`src/rtl/rs_bank_pkg.sv`:
```
// Shared system definitions: register tags, FU types and the reservation-station packet.
package rs_bank_pkg;

    localparam int PREG_W    = 6;
    localparam int PAYLOAD_W = 32;

    typedef enum logic [1:0] {
        FU_ALU  = 2'd0,
        FU_MULT = 2'd1,
        FU_LSU  = 2'd2,
        FU_BR   = 2'd3
    } fu_e;

    localparam int FU_COUNT = 4;

    typedef struct packed {
        logic [PREG_W-1:0] num;
        logic              ready;
    } reg_t;

    typedef struct packed {
        fu_e                  fu;
        reg_t                 tag1;
        reg_t                 tag2;
        logic [PAYLOAD_W-1:0] payload;
    } rs_packet_t;

endpackage

```
`src/rtl/rs_age_select.sv`:
```
// Oldest-first selector: grants the eligible slot that no other eligible slot is older than.
module rs_age_select #(
    parameter int N = 8,
    localparam int IW = $clog2(N)
) (
    input  logic [N-1:0]        i_elig,
    input  logic [N-1:0][N-1:0] i_older,
    output logic [N-1:0]        o_grant,
    output logic [IW-1:0]       o_index
);

    logic [N-1:0] w_blocked;

    always_comb begin
        w_blocked = '0;
        o_grant   = '0;
        o_index   = '0;
        for (int i = 0; i < N; i++) begin
            for (int j = 0; j < N; j++) begin
                if (i_elig[j] && i_older[j][i])
                    w_blocked[i] = 1'b1;
            end
            o_grant[i] = i_elig[i] & ~w_blocked[i];
        end
        // Valid slots are totally ordered, so the grant is one-hot and OR-encoding is exact.
        for (int i = 0; i < N; i++) begin
            if (o_grant[i])
                o_index = o_index | IW'(i);
        end
    end

endmodule

```
`src/rtl/rs_bank.sv`:
```
// Unified reservation station: shared slots, CDB wakeup with allocation bypass,
// oldest-ready-first issue filtered by FU availability, and flush.
module rs_bank
    import rs_bank_pkg::*;
#(
    parameter int NUM_ENTRIES = 8,
    parameter int NUM_CDB     = 2,
    localparam int IDX_W = $clog2(NUM_ENTRIES),
    localparam int CNT_W = $clog2(NUM_ENTRIES + 1)
) (
    input  logic                 clock,
    input  logic                 reset_n,
    input  logic                 alloc_valid,
    input  rs_packet_t           alloc_packet,
    output logic                 alloc_ready,
    input  logic [NUM_CDB-1:0]   cdb_valid,
    input  reg_t [NUM_CDB-1:0]   cdb_tag,
    input  logic [FU_COUNT-1:0]  fu_avail,
    output logic                 issue_valid,
    output rs_packet_t           issue_packet,
    output logic [IDX_W-1:0]     issue_index,
    input  logic                 issue_ready,
    input  logic                 flush,
    output logic [CNT_W-1:0]     free_count,
    output logic                 empty
);

    logic [NUM_ENTRIES-1:0]                  r_valid;
    rs_packet_t                              r_pkt [NUM_ENTRIES];
    logic [NUM_ENTRIES-1:0][NUM_ENTRIES-1:0] r_older;

    logic [NUM_ENTRIES-1:0] w_free;
    logic [IDX_W-1:0]       w_alloc_idx;
    logic [NUM_ENTRIES-1:0] w_wake1;
    logic [NUM_ENTRIES-1:0] w_wake2;
    logic [NUM_ENTRIES-1:0] w_elig;
    logic [NUM_ENTRIES-1:0] w_grant;
    logic [IDX_W-1:0]       w_sel_idx;
    rs_packet_t             w_alloc_pkt;
    logic                   w_alloc;
    logic                   w_fire;
    logic                   w_unused_cdb_ready;

    function automatic logic cdb_hit(input logic [NUM_CDB-1:0] v,
                                     input reg_t [NUM_CDB-1:0] t,
                                     input logic [PREG_W-1:0]  num);
        logic hit;
        hit = 1'b0;
        for (int k = 0; k < NUM_CDB; k++) begin
            if (v[k] && (t[k].num == num))
                hit = 1'b1;
        end
        return hit;
    endfunction

    // Broadcast ready bits carry no meaning here; only the register number is matched.
    always_comb begin
        w_unused_cdb_ready = 1'b0;
        for (int k = 0; k < NUM_CDB; k++)
            w_unused_cdb_ready = w_unused_cdb_ready ^ cdb_tag[k].ready;
    end

    always_comb begin
        w_free      = ~r_valid;
        w_alloc_idx = '0;
        free_count  = '0;
        for (int i = NUM_ENTRIES - 1; i >= 0; i--) begin
            if (w_free[i])
                w_alloc_idx = IDX_W'(i);
        end
        for (int i = 0; i < NUM_ENTRIES; i++)
            free_count = free_count + CNT_W'(w_free[i]);
    end

    assign alloc_ready = |w_free;
    assign empty       = (free_count == CNT_W'(NUM_ENTRIES));
    assign w_alloc     = alloc_valid & alloc_ready;

    always_comb begin
        w_alloc_pkt            = alloc_packet;
        w_alloc_pkt.tag1.ready = alloc_packet.tag1.ready
                               | cdb_hit(cdb_valid, cdb_tag, alloc_packet.tag1.num);
        w_alloc_pkt.tag2.ready = alloc_packet.tag2.ready
                               | cdb_hit(cdb_valid, cdb_tag, alloc_packet.tag2.num);
    end

    always_comb begin
        w_wake1 = '0;
        w_wake2 = '0;
        w_elig  = '0;
        for (int i = 0; i < NUM_ENTRIES; i++) begin
            w_wake1[i] = cdb_hit(cdb_valid, cdb_tag, r_pkt[i].tag1.num);
            w_wake2[i] = cdb_hit(cdb_valid, cdb_tag, r_pkt[i].tag2.num);
            w_elig[i]  = r_valid[i] & r_pkt[i].tag1.ready & r_pkt[i].tag2.ready
                       & fu_avail[r_pkt[i].fu];
        end
    end

    rs_age_select #(.N(NUM_ENTRIES)) u_age_select (
        .i_elig  (w_elig),
        .i_older (r_older),
        .o_grant (w_grant),
        .o_index (w_sel_idx)
    );

    assign issue_valid  = (|w_grant) & ~flush;
    assign issue_index  = w_sel_idx;
    assign issue_packet = r_pkt[w_sel_idx];
    assign w_fire       = issue_valid & issue_ready;

    always_ff @(posedge clock or negedge reset_n) begin
        if (!reset_n) begin
            r_valid <= '0;
            r_older <= '0;
            for (int i = 0; i < NUM_ENTRIES; i++)
                r_pkt[i] <= '0;
        end else if (flush) begin
            r_valid <= '0;
        end else begin
            for (int i = 0; i < NUM_ENTRIES; i++) begin
                if (r_valid[i]) begin
                    if (w_wake1[i])
                        r_pkt[i].tag1.ready <= 1'b1;
                    if (w_wake2[i])
                        r_pkt[i].tag2.ready <= 1'b1;
                end
            end
            if (w_fire)
                r_valid[w_sel_idx] <= 1'b0;
            // New slot is younger than every slot valid before this edge; stale bits of
            // invalid slots are masked by eligibility and rewritten on their next allocation.
            if (w_alloc) begin
                r_valid[w_alloc_idx] <= 1'b1;
                r_pkt[w_alloc_idx]   <= w_alloc_pkt;
                r_older[w_alloc_idx] <= '0;
                for (int j = 0; j < NUM_ENTRIES; j++)
                    r_older[j][w_alloc_idx] <= r_valid[j];
            end
        end
    end

endmodule
```
`config.mk`:
```
export PLATFORM = sky130hd
export DESIGN_NAME = rs_bank
export DESIGN_NICKNAME = d
export VERILOG_FILES = /design/src/rtl/rs_bank_pkg.sv /design/src/rtl/rs_age_select.sv /design/src/rtl/rs_bank.sv
export SDC_FILE = /design/constraint.sdc
export NUM_CORES = 1
export LEC_CHECK = 0
export ABC_CLOCK_PERIOD_IN_PS = 3000
export BUFFER_PORTS_ARGS = -buffer_cell sky130_fd_sc_hd__buf_2
export CAP_MARGIN = 20
export CORE_UTILIZATION = 37
export DETAILED_ROUTE_END_ITERATION = 8
export PLACE_DENSITY = 0.51
export SLEW_MARGIN = 40
export SYNTH_ARGS = -nofsm -noshare
export SYNTH_HDL_FRONTEND = slang
export SYNTH_SLANG_ARGS = --single-unit
```
`constraint.sdc`:
```
create_clock -name clock -period 3 [get_ports clock]
set_input_delay 0.3 -clock clock [delete_from_list [all_inputs] [get_ports clock]]
set_output_delay 0.3 -clock clock [all_outputs]
set_load 0.05 [all_outputs]
```
==> metrics.cfg, run 1 <==
[sta]
fmax_mhz=235
clock_skew_ps=20.8
rsz0062_at_grt=yes
hold_ws_ps=30.6
period_needed_ps=4260
final_max_slew_viol_count=0
fin_ws_ps=-1260
hold_violations=0
setup_viol=63
fin_setup_tns_ps=-60570
tightest_slew_ps=979
timing.final.crit_share_pct=142
relSlewSlack_pct=34.0

[worst_hold_path]
min_to=r_pkt[373]
min_path_cells=3
hp-class=in2reg
min_from=alloc_packet[37]

[synthesis]
synth_area_sq_mm=0.0238
syn-mean-instance-area_sq_um=9.43
yosysSeqAreaShare_pct=48.0
async_flop_share_pct=100
synth_seq_cells=456
synth_top_area_share_pct=48.0
yosysTopAreaCell=dfrtp_1
yosys-top-cells-area=dfrtp_1 48%, nand2_1 15%, mux2_2 6.5%, xnor2_1 5.6%, mux2i_1 3.0%
ys_types=63
synth_ff_type=dfrtp_1
synth-edff-count=0
syn_nets=2602
yosys_warnings=0
syn_inst=2521

[layout]
num-nets-final=2931
final_util_pct=49.2
finalInstanceArea_sq_mm=0.0311
final_common_cell=nand2_1
n_fill_cell=5865
mostFrequentLayoutCells=926 x nand2_1, 455 x dfrtp_1, 209 x buf_4
area_growth_pct=30.9
fin_cells=3734
drive_above_1_share_pct=26.5

[critical_path]
r2r_cells=14
crit_type=reg2out
critical_path_arrival_ps=3960
cp_max_fo=7
end_kind=primary output
startpoint_type=register
worstPathRequired_ps=2700
r2r_start=r_pkt[142]
r2r-end=r_valid[7]
setup.worst_path.start=r_pkt[190]
rrSetupSlack_ps=-180

[grt]
grt_max_degree=69
grt_pass1_vias=20800
grt_pass1_wl_mm=131
antenna_found_initial=2
grt_overflow=0
grtUsageTotal_pct=26.2

[detailed_routing]
first_pass_iters=5
detail_route.vias_per_cell=5.49
drc=0
routed-via-count=20500
routed_wl_mm=87.4
wl_per_cell_microns=23.4
drt_iter0_drc=1944
drtAntennaViolNets=0

[clock_tree]
insertion_delay_ps=630
numCtsBuffers=53
path_clk_slew_ps=60
clock-sinks=456
cts_root_buffer=clkbuf_16
cts-htree-levels=2
cts_tree=built
clockBufferDepth=3

[floorplanning]
die_x_microns=255
dieArea_sq_mm=0.0653
dieHeight_microns=255
design.core.area_sq_mm=0.0633
rows=92
start_util_pct=37.6
num_io_pins=131

[placed_design]
gp_congestion=0.911
placedInstanceArea_sq_mm=0.0271
io_buffers=128
dpl.cell_count=3513
dp_hpwl_mm=56.1
place_ws_ps=-1070

[power]
p_total_mw=18.3
p_leak_nw=15.6
ir_drop_mv=0.412
powerDensity_mw_per_mm2=587

[run]
max-cap-violations=0

[outcome]
status=complete, but fails checks
violations=negative setup slack

## worst max-delay path: stages, from the launching register on
cell and delay (ps):
dfrtp_1 380, mux4_2 540, and4_4 180, a2111o_1 400, nor3_4 220, nor2_4 130
buf_12 170, buf_12 120, buf_6 100, mux2_4 280, a222oi_1 430, o211ai_1 150
buf_4 220
## layer usage
layer	track usage [%]	share of wire, %
met5	0	0.011
met2	42.2	46
met4	9.33	3.4
met3	3.16	6.6
met1	36.2	44
## Yosys cell counts, drive strengths merged, types with 2 or more instances
cell and number:
a2111o 2, a2111oi 2, a211oi 6, a21o 13
a21oi 37, a221oi 6, a222oi 40, a22o 9
a22oi 31, a31oi 3, a32o 2, a41oi 2
and2 14, and3 3, and4 9, buf 60
clkbuf 123, dfrtp 456, fa 4, ha 4
inv 11, mux2 172, mux2i 72, mux4 8
nand2 933, nand2b 5, nand3 20, nand4 51
nor2 69, nor2b 21, nor3 6, nor4 7
o211ai 42, o21ai 20, o21bai 2, o22ai 6
o31ai 2, or3 3, or4 17, xnor2 153
xor2 64
## cell families (layout without fill, tap and decap cells)
logic type | after synthesis | after routing | synth area share [%]
AO/OA/AOI/OAI | 231 | 231 | 7.28
flip-flops | 456 | 456 | 48.0
buffers and inverters | 194 | 560 | 3.44
AND/OR/NAND/NOR | 1163 | 1163 | 20.2
other | 0 | 1 | 0
multiplexers | 252 | 252 | 12.5
XOR/XNOR | 217 | 217 | 7.99
adder cells (fa/ha/maj) | 8 | 8 | 0.547
## how the worst max path moves through the flow
stage | slack (ps) | end | cells past startpoint
after floorplan | -660 | empty | 8
after global placement | -1020 | issue_packet[21] | 12
after detailed placement | -1070 | issue_packet[21] | 12
after CTS | -1310 | issue_packet[21] | 11
after global routing | -1360 | issue_packet[22] | 12
final | -1260 | issue_packet[22] | 12
## state kept, by name, summed over array words and instances (netlist names), named ones only
signal,count
r_older,56
r_pkt,384
r_valid,8
## cell type report
cell class / instances / area [sq um] / area share (%)
clock buffer: 75 / 1550 / 4.98
timing repair buffer: 457 / 4770 / 15.3
inverter: 11 / 46.3 / 0.149
multi-input combinational: 1871 / 12100 / 38.8
clock inverter: 17 / 215 / 0.691
antenna: 1 / 2.50 / 0.00804
tap: 846 / 1060 / 3.40
sequential: 456 / 11400 / 36.7
## repair_timing
action,4_1_cts,5_1_grt
hold buffers,36,0
setup endpoints to repair,84,72
pin swaps,73,71
gates resized for setup,177,65
hold endpoints to repair,264,0
cloned,8,6
buffers inserted,52,43
## where the power goes
| part | internal [mW] | switching (mW) |
|---|---|---|
| Sequential | 6.84 | 0.619 |
| Clock | 3.92 | 2.72 |
| Combinational | 1.83 | 2.33 |
Power figures use the tool's default switching activity.
==> run 2: changes to the inputs <==
--- a/config.mk
+++ b/config.mk
@@ -5,6 +5,7 @@
 export SDC_FILE = /design/constraint.sdc
 export NUM_CORES = 1
 export LEC_CHECK = 0
+export ABC_AREA = 1
 export ABC_CLOCK_PERIOD_IN_PS = 3000
 export BUFFER_PORTS_ARGS = -buffer_cell sky130_fd_sc_hd__buf_2
 export CAP_MARGIN = 20
==> run 2 against run 1 <==
The flow still finishes with violations (negative setup slack). Setup slack improved by 300 ps. Sequential share of layout area decreased by 1.9 points. Total power increased by 9.7%. Non-clock buffer count decreased by 20. Utilization decreased by 0.42 points. Worst hold slack got worse by 9.5 ps. Critical path depth decreased by 2. First-iteration DRC count increased by 17%. Clock skew decreased by 9.4 ps. Critical path type unchanged. Critical endpoint is now empty. Largest power group unchanged.
==> metrics.cfg, run 2 <==
[outcome]
status=complete, but fails checks
violations=negative setup slack

[synthesis]
synth_top_area_share_pct=45.2
syn_inst=3499
yosysMostFrequentCell=nand2_1
yosysSeqAreaShare_pct=45.2
syn_nets=3580
synth_common_cells=1,493 x nand2_1, 524 x o21ai_0, 456 x dfrtp_1
yosys-top-cells-area=dfrtp_1 45%, nand2_1 22%, o21ai_0 10%, inv_1 3.2%, clkbuf_1 1.8%
synth_seq_cells=456
syn-mean-instance-area_sq_um=7.21
ys_types=51
async_flop_share_pct=100
yosys_warnings=0
synth-edff-count=0
synth_ff_type=dfrtp_1
synth_area_sq_mm=0.0252
yosysTopAreaCell=dfrtp_1

[critical_path]
startpoint_type=register
critical_path_arrival_ps=3660
crit_type=reg2out
crit_buf_inv=2
slowest_delay_ps=550
crit_path_top_delay_cell=fa_1
crit_family=adder cells
worstPathRequired_ps=2700
cp_cell_sequence=fa_1 -> fa_1 -> fa_1 -> inv_2 -> ha_4 -> fa_2 -> xor2_4 -> nor3_2 -> and2_4 -> buf_8
cpMostUsedCell=fa_1
cp_max_fo=2
end_kind=primary output

[detailed_routing]
routed-via-count=24900
routed_wl_mm=97.8
drtAntennaViolNets=0
detail_route.vias_per_cell=5.31
wl_per_cell_microns=20.9
first_pass_iters=6
drc=0
drt_iter0_drc=2275

[floorplanning]
design.core.area_sq_mm=0.0673
dieHeight_microns=263
dieArea_sq_mm=0.0692
rows=95
num_io_pins=131
start_util_pct=37.5
die_x_microns=263

[grt]
grt_overflow=0
grt_pass1_wl_mm=147
grt_pass1_vias=23400
antenna_found_initial=0
grt_max_degree=69
grtUsageTotal_pct=27.4

[layout]
largest_reg_flops=384
largest-register=r_pkt
antennaDiodeCount=0
top_regs=r_pkt (384), r_older (56), r_valid (8)
fin_cells=4686
final_util_pct=48.7
final_common_cell=nand2_1
area_growth_pct=30.0
num-nets-final=3848
mostFrequentLayoutCells=1,432 x nand2_1, 496 x o21ai_0, 454 x dfrtp_1
drive_above_1_share_pct=17.8

[sta]
rsz0062_at_grt=yes
hold_violations=0
fin_ws_ps=-963
clock_skew_ps=11.4
fin_setup_tns_ps=-35780
relSlewSlack_pct=47.4
setup_viol=57
timing.final.crit_share_pct=132
fmax_mhz=252
final_max_slew_viol_count=0
tightest_slew_ps=789
period_needed_ps=3960

[worst_hold_path]
hp-class=in2reg

[power]
p_sw_mw=6.71
sw_frac_of_total_pct=33.5
comb_power_share_pct=26.8
ir_drop_mv=0.430
powerDensity_mw_per_mm2=611
p_leak_nw=16.4
intPower_mw=13.3
seq_power_share_pct=38.3
clkPwrFrac_pct=35.0

[clock_tree]
path_clk_slew_ps=60
cts-htree-levels=2
insertion_delay_ps=630
cts_root_buffer=clkbuf_16
cts_tree=built
clockBufferDepth=3
numCtsBuffers=55
clock-sinks=456

[placed_design]
dp_hpwl_mm=60.9
io_buffers=128
dpl.cell_count=4479
gp_congestion=0.937
place_ws_ps=-467

[run]
max-cap-violations=0

run 2: cell count changes after synthesis, moves of 40 or more:
cell | previous run | this run
mux2i_1 | 72 | 0
o21ai_1 | 1 | 64
inv_1 | 11 | 214
xor2_1 | 64 | 22
mux2_2 | 138 | 0
a222oi_1 | 40 | 0
nand2_1 | 933 | 1493
xnor2_1 | 153 | 15
o21ai_0 | 19 | 524
buf_2 | 22 | 66
run 2: cell families (layout without fill, tap and decap cells):
family	count (synthesis)	count (layout)	synth area share, %
AO/OA/AOI/OAI	795	795	17.4
XOR/XNOR	37	37	1.28
adder cells (fa/ha/maj)	8	8	0.516
buffers and inverters	460	774	8.05
flip-flops	456	456	45.2
AND/OR/NAND/NOR	1743	1743	27.5
run 2: per-stage QoR:
| step | power, mW | cell area [sq um] | hold WS [ps] |
|---|---|---|---|
| 2_1_floorplan | 10.6 | 25300 | 4.41 |
| 3_3_place_gp | 12.1 | 28000 | 315 |
| 3_5_place_dp | 12.1 | 28000 | 314 |
| 4_1_cts | 19.9 | 31800 | 8.60 |
| 5_1_grt | 21.0 | 32800 | 28.4 |
| 6_report | 20.0 | 32800 | 21.1 |
run 2: path summary, 6_finish.rpt:
check                                  from          to  slack [ps]  depth (start not counted)
max                              r_valid[0]       empty        -960                         10
min                        alloc_packet[46]  r_pkt[190]          20                          3
max reg2reg                      r_valid[0]  r_valid[0]          90                         20
min reg2reg                        register    register         470                          2
min in group asynchronous           reset_n  r_pkt[322]         230                          2
max in group asynchronous           reset_n  r_pkt[238]        1870                          4
run 2: worst register-to-register path, delay by kind of cell (launching register included):
family                 cells  cell delay [ps]
AO/OA/AOI/OAI              2              320
flip-flops                 1              380
buffers and inverters      9             1110
AND/OR/NAND/NOR            9              990
run 2: power by group through the flow:
stage               Clock [mW]  Combinational [mW]  Sequential, mW
floorplan                    0                3.09            7.52
global placement             0                4.38            7.72
detailed placement           0                4.41            7.73
CTS                       7.13                5.14            7.63
global route              7.36                5.86            7.76
finish                    7.01                5.36            7.66
run 2: cell type report:
class,count,area [sq um]
clock inverter,17,229
sequential,456,11400
multi-input combinational,2583,12300
tap,873,1090
clock buffer,86,1660
inverter,234,897
timing repair buffer,437,5200
fill,6714,34500
run 2: repair_timing:
| action | in CTS | in global routing |
|---|---|---|
| gates resized for setup | 281 | 112 |
| endpoints found under the hold margin | 56 | 0 |
| setup buffers | 49 | 16 |
| endpoints found under the setup margin | 57 | 60 |
| cloned | 14 | 24 |
| hold buffers | 5 | 0 |
| pin swaps | 37 | 39 |
run 2: metal layers:
layer  vias up  track usage, %  routed length [microns]
li1      11900               -                        -
met1     11900            38.1                    43500
met2       916            44.1                    45000
met3       190            3.88                     6310
met4         0            8.33                     3020
met5         -               0                        0
